[src/rtl/joypad_ctrl.sv]
// joypad_ctrl: Game Boy joypad with a synchronizer, a debouncer serviced round-robin, and the P1 nibble mux.
// Optional build macro JOYPAD_IRQ_EN adds the press interrupt; without it irq is tied low.
module joypad_sync (
  input  logic clock,
  input  logic reset,
  input  logic d,
  output logic q
);
  logic meta;

  always_ff @(posedge clock or negedge reset) begin
    if (!reset) begin
      meta <= 1'b0;
      q    <= 1'b0;
    end else begin
      meta <= d;
      q    <= meta;
    end
  end
endmodule

module joypad_ctrl #(
  parameter int TICK_DIV     = 4167,
  parameter int STABLE_TICKS = 10
) (
  input  logic       clock,
  input  logic       reset,
  input  logic [7:0] btn_raw,
  input  logic [1:0] p1_sel,
  output logic [3:0] p1_out,
  output logic [7:0] btn_state,
  output logic       irq
);
  localparam int         PW = $clog2(TICK_DIV);
  localparam logic [3:0] ST = 4'(STABLE_TICKS);

  typedef enum logic [1:0] {IDLE, SAMPLE, UPDATE} state_t;

  state_t            state;
  logic [7:0]        sync;
  logic [PW-1:0]     pre;
  logic              tick;
  logic [2:0]        idx;
  logic [7:0][3:0]   cnt;
  logic              s_lat;
  logic [3:0]        c_lat;
  logic [3:0]        c_nxt;
  logic              accept;

  for (genvar i = 0; i < 8; i++) begin : g_sync
    joypad_sync u_sync (
      .clock (clock),
      .reset (reset),
      .d     (btn_raw[i]),
      .q     (sync[i])
    );
  end

  assign tick = (pre == PW'(TICK_DIV - 1));

  always_ff @(posedge clock or negedge reset) begin
    if (!reset)    pre <= '0;
    else if (tick) pre <= '0;
    else           pre <= pre + 1'b1;
  end

  assign c_nxt  = c_lat + 4'd1;
  assign accept = (s_lat != btn_state[idx]) && (c_nxt == ST);

  // One button per tick; ticks arriving while SAMPLE/UPDATE are busy are dropped.
  always_ff @(posedge clock or negedge reset) begin
    if (!reset) begin
      state     <= IDLE;
      idx       <= '0;
      s_lat     <= 1'b0;
      c_lat     <= '0;
      cnt       <= '0;
      btn_state <= '0;
    end else begin
      case (state)
        IDLE: if (tick) state <= SAMPLE;
        SAMPLE: begin
          s_lat <= sync[idx];
          c_lat <= cnt[idx];
          state <= UPDATE;
        end
        UPDATE: begin
          if (s_lat == btn_state[idx]) begin
            cnt[idx] <= '0;
          end else if (accept) begin
            btn_state[idx] <= s_lat;
            cnt[idx]       <= '0;
          end else begin
            cnt[idx] <= c_nxt;
          end
          idx   <= idx + 3'd1;
          state <= IDLE;
        end
        default: state <= IDLE;
      endcase
    end
  end

  always_ff @(posedge clock or negedge reset) begin
    if (!reset) p1_out <= 4'hF;
    else        p1_out <= ~(({4{~p1_sel[0]}} & btn_state[3:0]) |
                            ({4{~p1_sel[1]}} & btn_state[7:4]));
  end

`ifdef JOYPAD_IRQ_EN
  logic grp_sel;

  // Buttons 7:4 belong to the P15 group, 3:0 to P14.
  assign grp_sel = idx[2] ? ~p1_sel[1] : ~p1_sel[0];

  always_ff @(posedge clock or negedge reset) begin
    if (!reset) irq <= 1'b0;
    else        irq <= (state == UPDATE) && accept && s_lat && grp_sel;
  end
`else
  assign irq = 1'b0;
`endif
endmodule
[config.mk]
export PLATFORM = sky130hd
export DESIGN_NAME = joypad_ctrl
export DESIGN_NICKNAME = d
export VERILOG_FILES = /design/src/rtl/joypad_ctrl.sv
export SDC_FILE = /design/constraint.sdc
export NUM_CORES = 1
export LEC_CHECK = 0
export ABC_AREA = 1
export BUFFER_PORTS_ARGS = -buffer_cell sky130_fd_sc_hd__clkbuf_2
export CORE_MARGIN = 4
export CORE_UTILIZATION = 49
export CTS_BUF_LIST = sky130_fd_sc_hd__clkbuf_8
export CTS_CLUSTER_SIZE = 40
export DETAILED_ROUTE_END_ITERATION = 12
export PLACE_DENSITY = 0.64
export SYNTH_ARGS = -nofsm -noshare
export SYNTH_HDL_FRONTEND = slang
export SYNTH_SLANG_ARGS = --single-unit
[constraint.sdc]
create_clock -name clock -period 2.6 [get_ports clock]
set_clock_uncertainty 0.2 [all_clocks]
set_input_delay 0.52 -clock clock [delete_from_list [all_inputs] [get_ports clock]]
set_output_delay 0.52 -clock clock [all_outputs]
set_load 0.03 [all_outputs]
==> results of run 1 <==
==> routing by layer <==
metal  GRT usage, %  wire length, um
met4           6.50              161
met2           30.2             4080
met1           26.0             3850
met3           3.09              473
met5              0                0
==> Yosys cell counts (4+ instances only) <==
| cell | instances |
|---|---|
| inv_2 | 6 |
| a31oi_1 | 9 |
| clkinv_1 | 4 |
| dfrtp_1 | 79 |
| o22ai_1 | 4 |
| inv_1 | 49 |
| nor2_2 | 4 |
| xor2_1 | 7 |
| ha_1 | 5 |
| dfstp_2 | 4 |
| buf_2 | 4 |
| nand2_1 | 119 |
| nor3_1 | 5 |
| nor2_1 | 20 |
| nand4_1 | 17 |
| a21oi_1 | 18 |
| o21ai_0 | 8 |
| nand3_1 | 51 |
| o21ai_1 | 8 |
==> worst max-delay path by stage <==
stage                         startpoint                  endpoint  slack (ns)
floorplan           c_lat[0]$_DFFE_PN0N_  btn_state[2]$_DFFE_PN0P_        0.74
global route          idx[2]$_DFFE_PN0P_        cnt[3]$_DFFE_PN0P_        0.17
CTS                   idx[2]$_DFFE_PN0P_        cnt[3]$_DFFE_PN0P_        0.42
global placement      idx[2]$_DFFE_PN0P_        cnt[3]$_DFFE_PN0P_        0.43
detailed placement    idx[2]$_DFFE_PN0P_        cnt[5]$_DFFE_PN0P_        0.44
finish                idx[2]$_DFFE_PN0P_        cnt[3]$_DFFE_PN0P_        0.41
==> through the flow <==
step	hold slack, ns	std cells	utilization, %
after CTS	0.0523	591	56.1
after detailed placement	0.135	574	53.7
final	0.0630	591	56.1
after global placement	0.133	574	53.7
after global routing	0.0446	591	56.1
after floorplan	0.0244	452	-
==> layout by cell type (no fill, tap or decap), drive strengths merged <==
cell           n
a21oi         18
a31oi          9
buf           10
clkbuf        31
clkinv         6
clkinvlp       2
conb           1
dfrtp         79
dfstp          4
dlygate4sd3    1
ha             5
inv           59
nand2        125
nand3         53
nand4         18
nor2          28
nor3           5
nor3b          1
nor4           2
nor4b          1
o21a           1
o21ai         16
o22a           1
o22ai          4
xnor2          2
xor2           7
==> state kept, by name, summed over array words and instances, names as in the netlist, 2 cells and up <==
register / cells
state: 2
btn_state: 8
idx: 3
g_sync.u_sync.meta: 8
p1_out: 4
c_lat: 4
pre: 13
cnt: 32
g_sync.u_sync.q: 8
==> logic make-up (layout without fill, tap and decap cells) <==
logic type                 after synthesis  in the layout  share of synthesized area, %
DFF                                     83             83                          52.9
and+or+nand+nor                        233            233                          28.8
xor gates and xnor gates                 9              9                          2.00
AOI/OAI and AO/OA                       49             49                          6.80
other                                    1              1                        0.0953
adders and majority gates                5              5                          1.59
buffers and inverters                   72            109                          7.82
==> power by group through the flow <==
stage	Combinational [mW]	Sequential [mW]	Clock [mW]
floorplan	0.00501	1.33	0
global placement	0.0440	1.33	0
detailed placement	0.0446	1.33	0
CTS	0.0457	1.31	0.889
global route	0.0512	1.31	0.947
finish	0.0433	1.31	0.863
==> final cells by class <==
cell class	instances	area (um^2)	area share, %
sequential	83	2080	47.7
multi-input combinational	297	1550	35.4
inverter	60	228	5.22
timing repair buffer	33	195	4.48
tap	102	128	2.93
clock buffer	9	124	2.84
clock inverter	7	58.8	1.35
==> what timing repair did <==
| action | 4_1_cts | 5_1_grt |
|---|---|---|
| hold buffers | 1 | 0 |
| hold endpoints to repair | 37 | 0 |
| setup buffers | 0 | 0 |
==> worst max-delay path, delay by kind of cell, from the launching register on <==
family,cells,cell delay [ns]
buffers and inverters,2,0.33
DFF,1,0.47
and+or+nand+nor,9,1.12
==> flow_summary.rst, run 1 <==
.. list-table::
   :header-rows: 1

   * - Metric
     - Value
   * - Cell taking the most area after synthesis
     - dfrtp_1
   * - Post-Place Cell Area
     - 0.00417 mm^2
   * - Sequential-to-total area share from yosys stat
     - between 50% and 60%
   * - Area Overhead vs Synth
     - 10.8%
   * - Standard-cell rows
     - 32
   * - GR Overflow Total
     - 0
   * - Worst slew margin
     - 63.3%
   * - Nets@finish
     - 501
   * - Filler Cell Count
     - between 700 and 800
   * - Largest net degree at the start of global routing
     - 41
   * - Post-route DRC
     - 0
   * - Total number of vias
     - between 3000 and 4000
   * - Layout cell share with drive strength beyond 1
     - around 16%
   * - Max Cap Viol
     - 0
   * - Yosys reg bits
     - slightly above 80
   * - Internal power
     - roughly 1.7 mW
   * - Post-route cell area
     - 0.00436 mm^2
   * - Worst hold endpoint
     - g_sync[6].u_sync.meta$_DFF_PN0_
   * - Cell count after synthesis
     - 452
   * - Switching component of the power
     - 0.538 mW
   * - Vias in the first global route
     - 2997
   * - Global placement routability congestion
     - approximately 0.93
   * - Final critical delay including setup and external delays
     - 2.19 ns
   * - Antenna diode count
     - 0
   * - Setup repair after global routing missed its margin
     - false
   * - Cell area after synthesis
     - 0.00394 mm^2
   * - Number of gates resized after CTS
     - 0
   * - Area fraction of the dominant cell type after synthesis
     - ~50%
   * - Sum of negative setup slack
     - 0 ns
   * - Number of cells traversed by the worst register-to-register path
     - 11
   * - Required time of the critical path
     - between 2 and 3 ns
   * - Proportion of register bits with asynchronous set or reset after synthesis
     - between 90% and 100%
   * - Number of top-level pins
     - 25
   * - Worst path arrival time
     - 2.28 ns
   * - Final number of hold-violating endpoints
     - 0
   * - Outcome
     - completed
   * - Peak ir drop on the vdd network
     - roughly 340 uV
   * - Tot GR Track Use
     - between 10% and 20%
   * - YS warnings
     - 0
   * - Biggest fanout along the worst timing path
     - 24
   * - Part of the total power dissipated in the clock network
     - 39.0%
   * - Leakage power
     - 2.12 nW
   * - Kind of capture point of the worst setup path
     - flip-flop
   * - Number of buffers added by the clock tree synthesis step
     - 9
   * - Peak clock frequency supported by timing
     - 457 MHz
   * - Switching power as a share of total power
     - between 20% and 30%
   * - Post-route worst setup slack
     - around 0.41 ns
   * - Post-detailed-route count of antenna-violating nets
     - 0
   * - Worst-skew pair later-pin latency
     - roughly 0.36 ns
   * - Class of the tightest hold or removal check
     - input pin to flip-flop
   * - Slack of the worst reg-to-reg path
     - between 0.4 and 0.5 ns
   * - Largest buffer count on any clock path
     - 2
   * - Worst Setup Start Kind
     - flip-flop
   * - Startpoint of the lowest-slack hold path
     - btn_raw[6]
   * - Clock root buffer
     - clkbuf_8
   * - Max stage delay on crit path
     - about 0.47 ns
   * - Initial cell density of the core
     - 50.7%
   * - Power density over cell area
     - about 500 mW/mm^2
   * - Floorplan die area
     - 0.00953 mm^2
   * - CP Cell Sequence
     - nand2_1, clkinv_1, nand3_1, nand2_2, clkinv_1, nand2_4, nand2_8, nand2_8, nor2_8, nand3_1, nand2_1
   * - Die boundary height
     - 97.6 um
   * - H-Tree Depth
     - 3
   * - Std-Cell Core Area
     - between 0.007 and 0.008 mm^2
   * - Portion of total power attributed to combinational logic
     - ~2.0%
   * - DR vias/cell
     - between 5 and 6
   * - Clock sink total
     - between 80 and 90
   * - Die outline width
     - roughly 98 um
   * - Final setup violation count
     - 0
   * - First-iteration detailed-routing DRC count
     - 230
   * - Final worst path period share
     - 84.2%
   * - Worst-case setup slack after placement
     - about 0.44 ns
   * - Worst hold path stage count
     - 1
   * - First-pass GRT wire length
     - 14600 um
   * - Max stage delay cell, worst path
     - dfrtp_1
   * - Final count of pins violating max slew
     - 0
   * - Clock slew at reported path FFs
     - approximately 0.09 ns
   * - Post-route total power
     - 2.21 mW
   * - Slew @ Worst Pin
     - roughly 0.55 ns
   * - Sequential cell fraction of total power
     - 59.0%
   * - Total of buffers placed on input and output ports
     - 23
   * - Worst R2R End
     - cnt[3]$_DFFE_PN0P_
   * - Startpoint-to-endpoint class of the critical path
     - flip-flop to flip-flop
   * - TritonCTS clock tree
     - done
   * - Launch instance of the worst register-to-register path
     - idx[2]$_DFFE_PN0P_
   * - HPWL after detailed placement
     - approximately 6300 um
   * - Initial antenna violation count
     - 0
   * - Mean instance size in the synthesized netlist
     - a little under 9 um^2
   * - First-pass DRT Iterations
     - 5
   * - Most instantiated flip-flop cell in the synthesis netlist
     - dfrtp_1
   * - Count of cell types in the netlist
     - 38
   * - Synthesized Nets
     - approximately 470
   * - EDFF count, synth
     - 0
   * - Leading cell types by total area after synthesis
     - dfrtp_1 50%, nand2_1 11%, nand3_1 6.5%
   * - Wire length per cell
     - 14.5 um
   * - DRT Wirelength
     - about 8600 um
(Power assumes the default switching activity.)
==> inputs of run 2 (changes only) <==
--- a/config.mk
+++ b/config.mk
@@ -5,14 +5,14 @@
 export SDC_FILE = /design/constraint.sdc
 export NUM_CORES = 1
 export LEC_CHECK = 0
-export ABC_AREA = 1
+export ABC_AREA = 0
 export BUFFER_PORTS_ARGS = -buffer_cell sky130_fd_sc_hd__clkbuf_2
 export CORE_MARGIN = 4
 export CORE_UTILIZATION = 49
 export CTS_BUF_LIST = sky130_fd_sc_hd__clkbuf_8
 export CTS_CLUSTER_SIZE = 40
 export DETAILED_ROUTE_END_ITERATION = 12
-export PLACE_DENSITY = 0.64
+export PLACE_DENSITY = 0.66
 export SYNTH_ARGS = -nofsm -noshare
 export SYNTH_HDL_FRONTEND = slang
 export SYNTH_SLANG_ARGS = --single-unit
==> constraint.sdc (replaced) <==
create_clock -name clock -period 1.8 [get_ports clock]
set_clock_uncertainty 0.2 [all_clocks]
set_input_delay 0.36 -clock clock [delete_from_list [all_inputs] [get_ports clock]]
set_output_delay 0.36 -clock clock [all_outputs]
set_load 0.03 [all_outputs]
==> flow_summary.rst, run 2 <==
.. list-table::
   :header-rows: 1

   * - Metric
     - Value
   * - Outcome
     - finished with violations
   * - Violated checks
     - setup timing
   * - Synthesized Nets
     - 326 (-30%)
   * - Leading cell types by total area after synthesis
     - dfrtp_1 55%, mux2_2 7.2%, mux2i_1 3.6%
   * - Kind of capture point of the worst setup path
     - flip-flop
   * - DR vias/cell
     - 5.27 (-0.73%)
   * - Biggest fanout along the worst timing path
     - 8 (-67%)
   * - Clock slew at reported path FFs
     - 0.08 ns (about the same)
   * - Global placement routability congestion
     - 0.812 (-13%)
   * - Launch instance of the worst register-to-register path
     - idx[1]$_DFFE_PN0P_
   * - Cell taking the most area after synthesis
     - dfrtp_1
   * - Total number of vias
     - 2637 (-16%)
   * - TritonCTS clock tree
     - done
   * - Post-detailed-route count of antenna-violating nets
     - 0 (unchanged)
   * - Die boundary height
     - 94.0 um (-3.8%)
   * - Post-route DRC
     - 0 (unchanged)
   * - Mean instance size in the synthesized netlist
     - 11.7 um^2 (+35%)
   * - Antenna diode count
     - 0 (unchanged)
   * - Final worst path period share
     - 117% (+33 points)
   * - Nets@finish
     - 413 (-18%)
   * - Sum of negative setup slack
     - -10.72 ns (-10.72 ns)
   * - Die outline width
     - 94.0 um (-3.8%)
   * - Number of top-level pins
     - 25 (unchanged)
   * - Required time of the critical path
     - 1.89 ns (-0.80 ns)
   * - EDFF count, synth
     - 0 (unchanged)
   * - Highest-count cells in the layout ignoring fill and taps
     - 75 x dfrtp_1, 50 x buf_4, 22 x clkbuf_2
   * - Number of buffers added by the clock tree synthesis step
     - 9 (unchanged)
   * - Most instantiated flip-flop cell in the synthesis netlist
     - dfrtp_1
   * - Tot GR Track Use
     - 19.1% (+0.24 points)
   * - Total of buffers placed on input and output ports
     - 23 (unchanged)
   * - HPWL after detailed placement
     - 5160 um (-18%)
   * - Post-route worst setup slack
     - -0.310 ns (-0.722 ns)
   * - Sequential-to-total area share from yosys stat
     - 57.5% (+4.6 points)
   * - Most common cell after layout, fill and taps aside
     - dfrtp_1
   * - Power density over cell area
     - 673 mW/mm^2 (+33%)
   * - Final core utilization
     - 67.2% (+11 points)
   * - Yosys reg bits
     - 83 (unchanged)
   * - Final setup violation count
     - 44 (+44)
   * - Floorplan die area
     - 0.00883 mm^2 (-7.4%)
   * - Layout cell share with drive strength beyond 1
     - 43.6% (+28 points)
   * - Class of the tightest hold or removal check
     - input pin to flip-flop
   * - Setup repair after global routing missed its margin
     - true
   * - Critical path startpoint
     - idx[1]$_DFFE_PN0P_
   * - Final count of pins violating max slew
     - 0 (unchanged)
   * - Proportion of register bits with asynchronous set or reset after synthesis
     - 100% (unchanged)
   * - Final number of hold-violating endpoints
     - 0 (unchanged)
   * - Top cells by count, synth
     - 79 x dfrtp_1, 23 x mux2_2, 20 x nand2_1
   * - Worst Setup Start Kind
     - flip-flop
   * - Largest reg by FF count
     - cnt
   * - DRT Wirelength
     - 7670 um (-10%)
   * - Filler Cell Count
     - 551 (-23%)
   * - Vias in the first global route
     - 2700 (-9.9%)
   * - Post-route cell area
     - 0.00485 mm^2 (+11%)
   * - Worst hold path stage count
     - 3 (+2)
   * - Leakage power
     - 2.18 nW (+2.9%)
   * - Startpoint of the lowest-slack hold path
     - p1_sel[0]
   * - Startpoint-to-endpoint class of the critical path
     - flip-flop to flip-flop
   * - Number of flip-flops in the largest register
     - 32 (unchanged)
   * - Clock root buffer
     - clkbuf_8
   * - Registers with the most flip-flops
     - cnt (32), pre (13)
   * - Cell count after synthesis
     - 309 (-32%)
   * - Max Cap Viol
     - 0 (unchanged)
   * - YS warnings
     - 0 (unchanged)
   * - GR Overflow Total
     - 0 (unchanged)
   * - Area fraction of the dominant cell type after synthesis
     - 54.6% (+4.4 points)
   * - Largest buffer count on any clock path
     - 2 (unchanged)
   * - Initial antenna violation count
     - 0 (unchanged)
   * - Top-count cell post-synth
     - dfrtp_1
   * - Standard-cell rows
     - 31 (-3.1%)
   * - Count of cell types in the netlist
     - 43 (+13%)
   * - Slack of the worst reg-to-reg path
     - -0.31 ns (-0.72 ns)
   * - Clock sink total
     - 83 (unchanged)
   * - Worst-skew pair later-pin latency
     - 0.35 ns (about the same)
   * - Final critical delay including setup and external delays
     - 2.11 ns (-0.0784 ns)
   * - Number of cells traversed by the worst register-to-register path
     - 6 (-5)
   * - H-Tree Depth
     - 3 (unchanged)
   * - Cell area after synthesis
     - 0.00362 mm^2 (-8.0%)
   * - Worst R2R End
     - cnt[28]$_DFFE_PN0P_
   * - Worst hold endpoint
     - p1_out[3]$_DFF_PN1_
   * - First-pass GRT wire length
     - 12900 um (-12%)
   * - Peak ir drop on the vdd network
     - 545 uV (+61%)
   * - Largest net degree at the start of global routing
     - 35 (-15%)
   * - Initial cell density of the core
     - 50.2% (-0.49 points)
   * - Area Overhead vs Synth
     - 33.9%
   * - Post-Place Cell Area
     - 0.00424 mm^2 (+1.7%)
   * - Peak clock frequency supported by timing
     - 474 MHz (+3.7%)
   * - Wire length per cell
     - 15.3 um (+5.8%)
   * - First-iteration detailed-routing DRC count
     - 149 (-35%)
   * - Worst path arrival time
     - 2.20 ns (-0.08 ns)
   * - Std-Cell Core Area
     - 0.00721 mm^2 (-7.1%)
   * - First-pass DRT Iterations
     - 5 (unchanged)
[run 2: power breakdown]
group / leakage (nW) / total, mW / internal [mW] / switching [mW]
clock: 0.105 / 1.30 / 0.627 / 0.671
combinational: 0.989 / 0.0813 / 0.0339 / 0.0473
sequential: 1.09 / 1.89 / 1.88 / 0.00448
total: 2.18 / 3.26 / 2.54 / 0.723
[run 2: layer usage]
| metal | wire length (um) | vias to the layer above | track usage (%) | share of wire [%] |
|---|---|---|---|---|
| met5 | 0 | - | 0 | 0 |
| met4 | 193 | 0 | 9.15 | 2.5 |
| met3 | 324 | 16 | 3.77 | 4.2 |
| met2 | 3670 | 63 | 27.6 | 48 |
| met1 | 3480 | 1281 | 27.5 | 45 |
| li1 | - | 1277 | - | - |
[run 2: cells by family (layout without fill, tap and decap cells)]
logic type,Yosys count,count (layout),share of synthesized area [%]
adder cells (fa/ha/maj),5,5,1.73
multiplexers,38,38,12.0
AND/OR/NAND/NOR,80,80,10.9
AO/OA/AOI/OAI,64,64,11.3
flip-flops,83,83,57.5
XOR/XNOR,16,16,3.87
buffers and inverters,22,114,2.63
other,1,1,0.104
[run 2: through the flow]
stage          total power, mW  cells  hold WS, ns  worst slack (ns)
2_1_floorplan             1.93    309       -0.136            -0.247
3_3_place_gp              1.99    466       0.0564            -0.293
3_5_place_dp              1.99    466       0.0556            -0.338
4_1_cts                   3.30    498       0.0555            -0.290
5_1_grt                   3.39    500       0.0830            -0.368
6_report                  3.26    500       0.0685            -0.310
[run 2: what timing repair did]
action	CTS	global route
pin swaps	11	13
buffers inserted	7	3
resized for setup	35	35
setup endpoints to repair	51	51
hold endpoints to repair	70	0
hold buffers	9	0
cloned	0	0
[run 2: critical path, stage by stage, from the launching register on]
cell and delay, ns:
dfrtp_2 0.47, mux2i_1 0.14, a22o_1 0.26, or3_4 0.42
a211oi_4 0.25, buf_6 0.16, mux2_2 0.15
[run 2: area by class of cell]
cell class / instances / area (um^2) / share of cell area [%]
inverter: 8 / 30.0 / 0.619
clock inverter: 7 / 61.3 / 1.26
multi-input combinational: 204 / 1730 / 35.6
sequential: 83 / 2090 / 43.0
tap: 99 / 124 / 2.55
clock buffer: 9 / 124 / 2.55
timing repair buffer: 90 / 694 / 14.3
[run 2: worst max path at each step]
stage	slack, ns	endpoint
after floorplan	-0.25	cnt[23]$_DFFE_PN0P_
after global placement	-0.29	cnt[8]$_DFFE_PN0P_
after detailed placement	-0.34	cnt[28]$_DFFE_PN0P_
after CTS	-0.29	cnt[28]$_DFFE_PN0P_
after global routing	-0.37	cnt[0]$_DFFE_PN0P_
final	-0.31	cnt[28]$_DFFE_PN0P_
==> inputs of run 3 (changes only) <==
--- a/config.mk
+++ b/config.mk
@@ -13,6 +13,7 @@
 export CTS_CLUSTER_SIZE = 40
 export DETAILED_ROUTE_END_ITERATION = 12
 export PLACE_DENSITY = 0.66
+export RECOVER_POWER = 25
 export SYNTH_ARGS = -nofsm -noshare
 export SYNTH_HDL_FRONTEND = slang
 export SYNTH_SLANG_ARGS = --single-unit
==> flow_summary.rst, run 3 (synthesis gave the netlist of run 2 again) <==
.. list-table::
   :header-rows: 1

   * - Metric
     - Value
   * - GR Overflow Total
     - 0 (unchanged)
   * - Worst R2R End
     - cnt[28]$_DFFE_PN0P_
   * - Startpoint of the lowest-slack hold path
     - p1_sel[0]
   * - Internal power
     - 2.54 mW (about the same)
   * - DRT Wirelength
     - 7670 um (about the same)
   * - Final critical delay including setup and external delays
     - 2.11 ns (+0.0000400 ns)
   * - Die boundary height
     - 94.0 um (unchanged)
   * - Highest-count cells in the layout ignoring fill and taps
     - 75 x dfrtp_1, 49 x buf_4, 23 x clkbuf_2
   * - Clock slew at reported path FFs
     - 0.08 ns (about the same)
   * - Final number of hold-violating endpoints
     - 0 (unchanged)
   * - Non-filler instance count after layout
     - 500 (unchanged)
   * - Class of the tightest hold or removal check
     - input pin to flip-flop
   * - Worst-skew pair later-pin latency
     - 0.35 ns (about the same)
   * - Antenna diode count
     - 0 (unchanged)
   * - Clock root buffer
     - clkbuf_8
   * - Violated checks
     - setup timing
   * - Number of buffer and inverter stages on the critical path
     - 1 (unchanged)
   * - Vias in the first global route
     - 2700 (unchanged)
   * - H-Tree Depth
     - 3 (unchanged)
   * - Largest reg by FF count
     - cnt
   * - Portion of total power attributed to combinational logic
     - 2.5% (about the same)
   * - Sequential cell fraction of total power
     - 57.8% (about the same)
   * - Number of cells traversed by the worst register-to-register path
     - 6 (unchanged)
   * - Post-route DRC
     - 0 (unchanged)
   * - Post-Place Cell Area
     - 0.00424 mm^2 (unchanged)
   * - Layout cell share with drive strength beyond 1
     - 43.6% (unchanged)
   * - Max stage delay on crit path
     - 0.47 ns (about the same)
   * - Tot GR Track Use
     - 19.1% (unchanged)
   * - Part of the total power dissipated in the clock network
     - 39.8% (about the same)
   * - Number of buffers added by the clock tree synthesis step
     - 9 (unchanged)
   * - Initial cell density of the core
     - 50.2% (unchanged)
   * - First-iteration detailed-routing DRC count
     - 149 (unchanged)
   * - Required time of the critical path
     - 1.89 ns (about the same)
   * - Initial antenna violation count
     - 0 (unchanged)
   * - Std-Cell Core Area
     - 0.00721 mm^2 (unchanged)
   * - CP Cell Sequence
     - mux2i_1, a22o_1, or3_4, a211oi_4, buf_6, mux2_2
   * - Number of top-level pins
     - 25 (unchanged)
   * - Area Overhead vs Synth
     - 33.9% (about the same)
   * - Switching component of the power
     - 0.723 mW (+0.10%)
   * - Outcome
     - finished with violations
   * - Registers with the most flip-flops
     - cnt (32), pre (13)
   * - Post-detailed-route count of antenna-violating nets
     - 0 (unchanged)
   * - Kind of capture point of the worst setup path
     - flip-flop
   * - Slack of the worst reg-to-reg path
     - -0.31 ns (about the same)
   * - Peak ir drop on the vdd network
     - 544 uV (about the same)
   * - Worst hold endpoint
     - p1_out[3]$_DFF_PN1_
   * - Floorplan die area
     - 0.00883 mm^2 (unchanged)
   * - Worst path arrival time
     - 2.20 ns (about the same)
   * - Final count of pins violating max slew
     - 0 (unchanged)
   * - Nets@finish
     - 413 (unchanged)
   * - Total of buffers placed on input and output ports
     - 23 (unchanged)
   * - TritonCTS clock tree
     - done
   * - Peak clock frequency supported by timing
     - 474 MHz (about the same)
   * - DR vias/cell
     - 5.26 (-0.23%)
   * - Max stage delay cell, worst path
     - dfrtp_2
   * - Global placement routability congestion
     - 0.812 (unchanged)
   * - Biggest fanout along the worst timing path
     - 8 (unchanged)
   * - Worst-case setup slack after placement
     - -0.338 ns (unchanged)
   * - Final worst path period share
     - 117% (about the same)
   * - Final setup violation count
     - 44 (unchanged)
   * - Startpoint-to-endpoint class of the critical path
     - flip-flop to flip-flop
   * - Number of flip-flops in the largest register
     - 32 (unchanged)
   * - Power density over cell area
     - 674 mW/mm^2 (about the same)
   * - Total number of vias
     - 2631 (-0.23%)
   * - Post-route worst setup slack
     - -0.310 ns (-0.0000400 ns)
   * - First-pass GRT wire length
     - 12900 um (unchanged)
   * - Largest net degree at the start of global routing
     - 35 (unchanged)
   * - Max Cap Viol
     - 0 (unchanged)
   * - Wire length per cell
     - 15.3 um (about the same)
   * - Post-placement cell count
     - 466 (unchanged)
   * - Standard-cell rows
     - 31 (unchanged)
   * - Post-route cell area
     - 0.00485 mm^2 (about the same)
   * - Setup repair after global routing missed its margin
     - true
   * - Clock sink total
     - 83 (unchanged)
   * - Launch instance of the worst register-to-register path
     - idx[1]$_DFFE_PN0P_
   * - Worst hold path stage count
     - 3 (unchanged)
   * - Most common cell after layout, fill and taps aside
     - dfrtp_1
   * - HPWL after detailed placement
     - 5160 um (unchanged)
   * - Leakage power
     - 2.18 nW (about the same)
   * - Largest buffer count on any clock path
     - 2 (unchanged)
   * - First-pass DRT Iterations
     - 5 (unchanged)
   * - Worst Setup Start Kind
     - flip-flop
   * - Top Family by Delay on Critical Path
     - compound AO/OA/AOI/OAI gates
   * - Die outline width
     - 94.0 um (unchanged)
   * - Switching power as a share of total power
     - 22.2% (+0.023 points)
-- run 3: power by group through the flow --
stage | Combinational (mW) | Clock (mW) | Sequential (mW)
after floorplan | 0.0106 | 0 | 1.92
after global placement | 0.0688 | 0 | 1.92
after detailed placement | 0.0697 | 0 | 1.92
after CTS | 0.0849 | 1.33 | 1.89
after global routing | 0.0935 | 1.41 | 1.89
final | 0.0805 | 1.30 | 1.89
-- run 3: timing repair --
| item | CTS | global route |
|---|---|---|
| pin swaps | 11 | 13 |
| gates cloned | 0 | 0 |
| hold buffers | 9 | 0 |
| hold endpoints to repair | 70 | 0 |
| resized for setup | 35 | 35 |
| buffers inserted | 7 | 3 |
| setup endpoints to repair | 51 | 51 |
-- run 3: worst max path at each step --
stage | start | end | slack, ns | cells after the start
global route | idx[1]$_DFFE_PN0P_ | cnt[0]$_DFFE_PN0P_ | -0.37 | 6
floorplan | idx[1]$_DFFE_PN0P_ | cnt[23]$_DFFE_PN0P_ | -0.25 | 6
detailed placement | idx[1]$_DFFE_PN0P_ | cnt[28]$_DFFE_PN0P_ | -0.34 | 5
CTS | idx[1]$_DFFE_PN0P_ | cnt[28]$_DFFE_PN0P_ | -0.29 | 6
global placement | idx[1]$_DFFE_PN0P_ | cnt[8]$_DFFE_PN0P_ | -0.29 | 5
finish | idx[1]$_DFFE_PN0P_ | cnt[28]$_DFFE_PN0P_ | -0.31 | 6
-- run 3: metrics by stage --
stage                     hold slack [ns]  power [mW]  TNS [ns]  utilization, %
after floorplan                    -0.136        1.93     -7.55               -
after global placement             0.0564        1.99     -8.66            58.8
after detailed placement           0.0556        1.99    -10.91            58.8
after CTS                          0.0555        3.30     -8.46            65.1
after global routing               0.0830        3.39    -13.94            67.2
final                              0.0674        3.26    -10.72            67.2
-- run 3: worst reg2reg max path, cell delays in order, from the launching register on --
cell and delay [ns]:
dfrtp_2 0.47, mux2i_1 0.14, a22o_1 0.26, or3_4 0.42, a211oi_4 0.25, buf_6 0.16, mux2_2 0.15
-- run 3: layout make-up --
| class | instances | area (um^2) |
|---|---|---|
| Fill cell | 552 | 2370 |
| Sequential cell | 83 | 2090 |
| Multi-Input combinational cell | 204 | 1730 |
| Timing Repair Buffer | 90 | 692 |
| Clock buffer | 9 | 124 |
| Tap cell | 99 | 124 |
| Clock inverter | 7 | 61.3 |
| Inverter | 8 | 30.0 |
-- run 3: layer usage --
metal / global-route usage, % / wire [um]
met5: 0 / 0
met4: 9.15 / 179
met3: 3.77 / 322
met2: 27.6 / 3680
met1: 27.5 / 3490
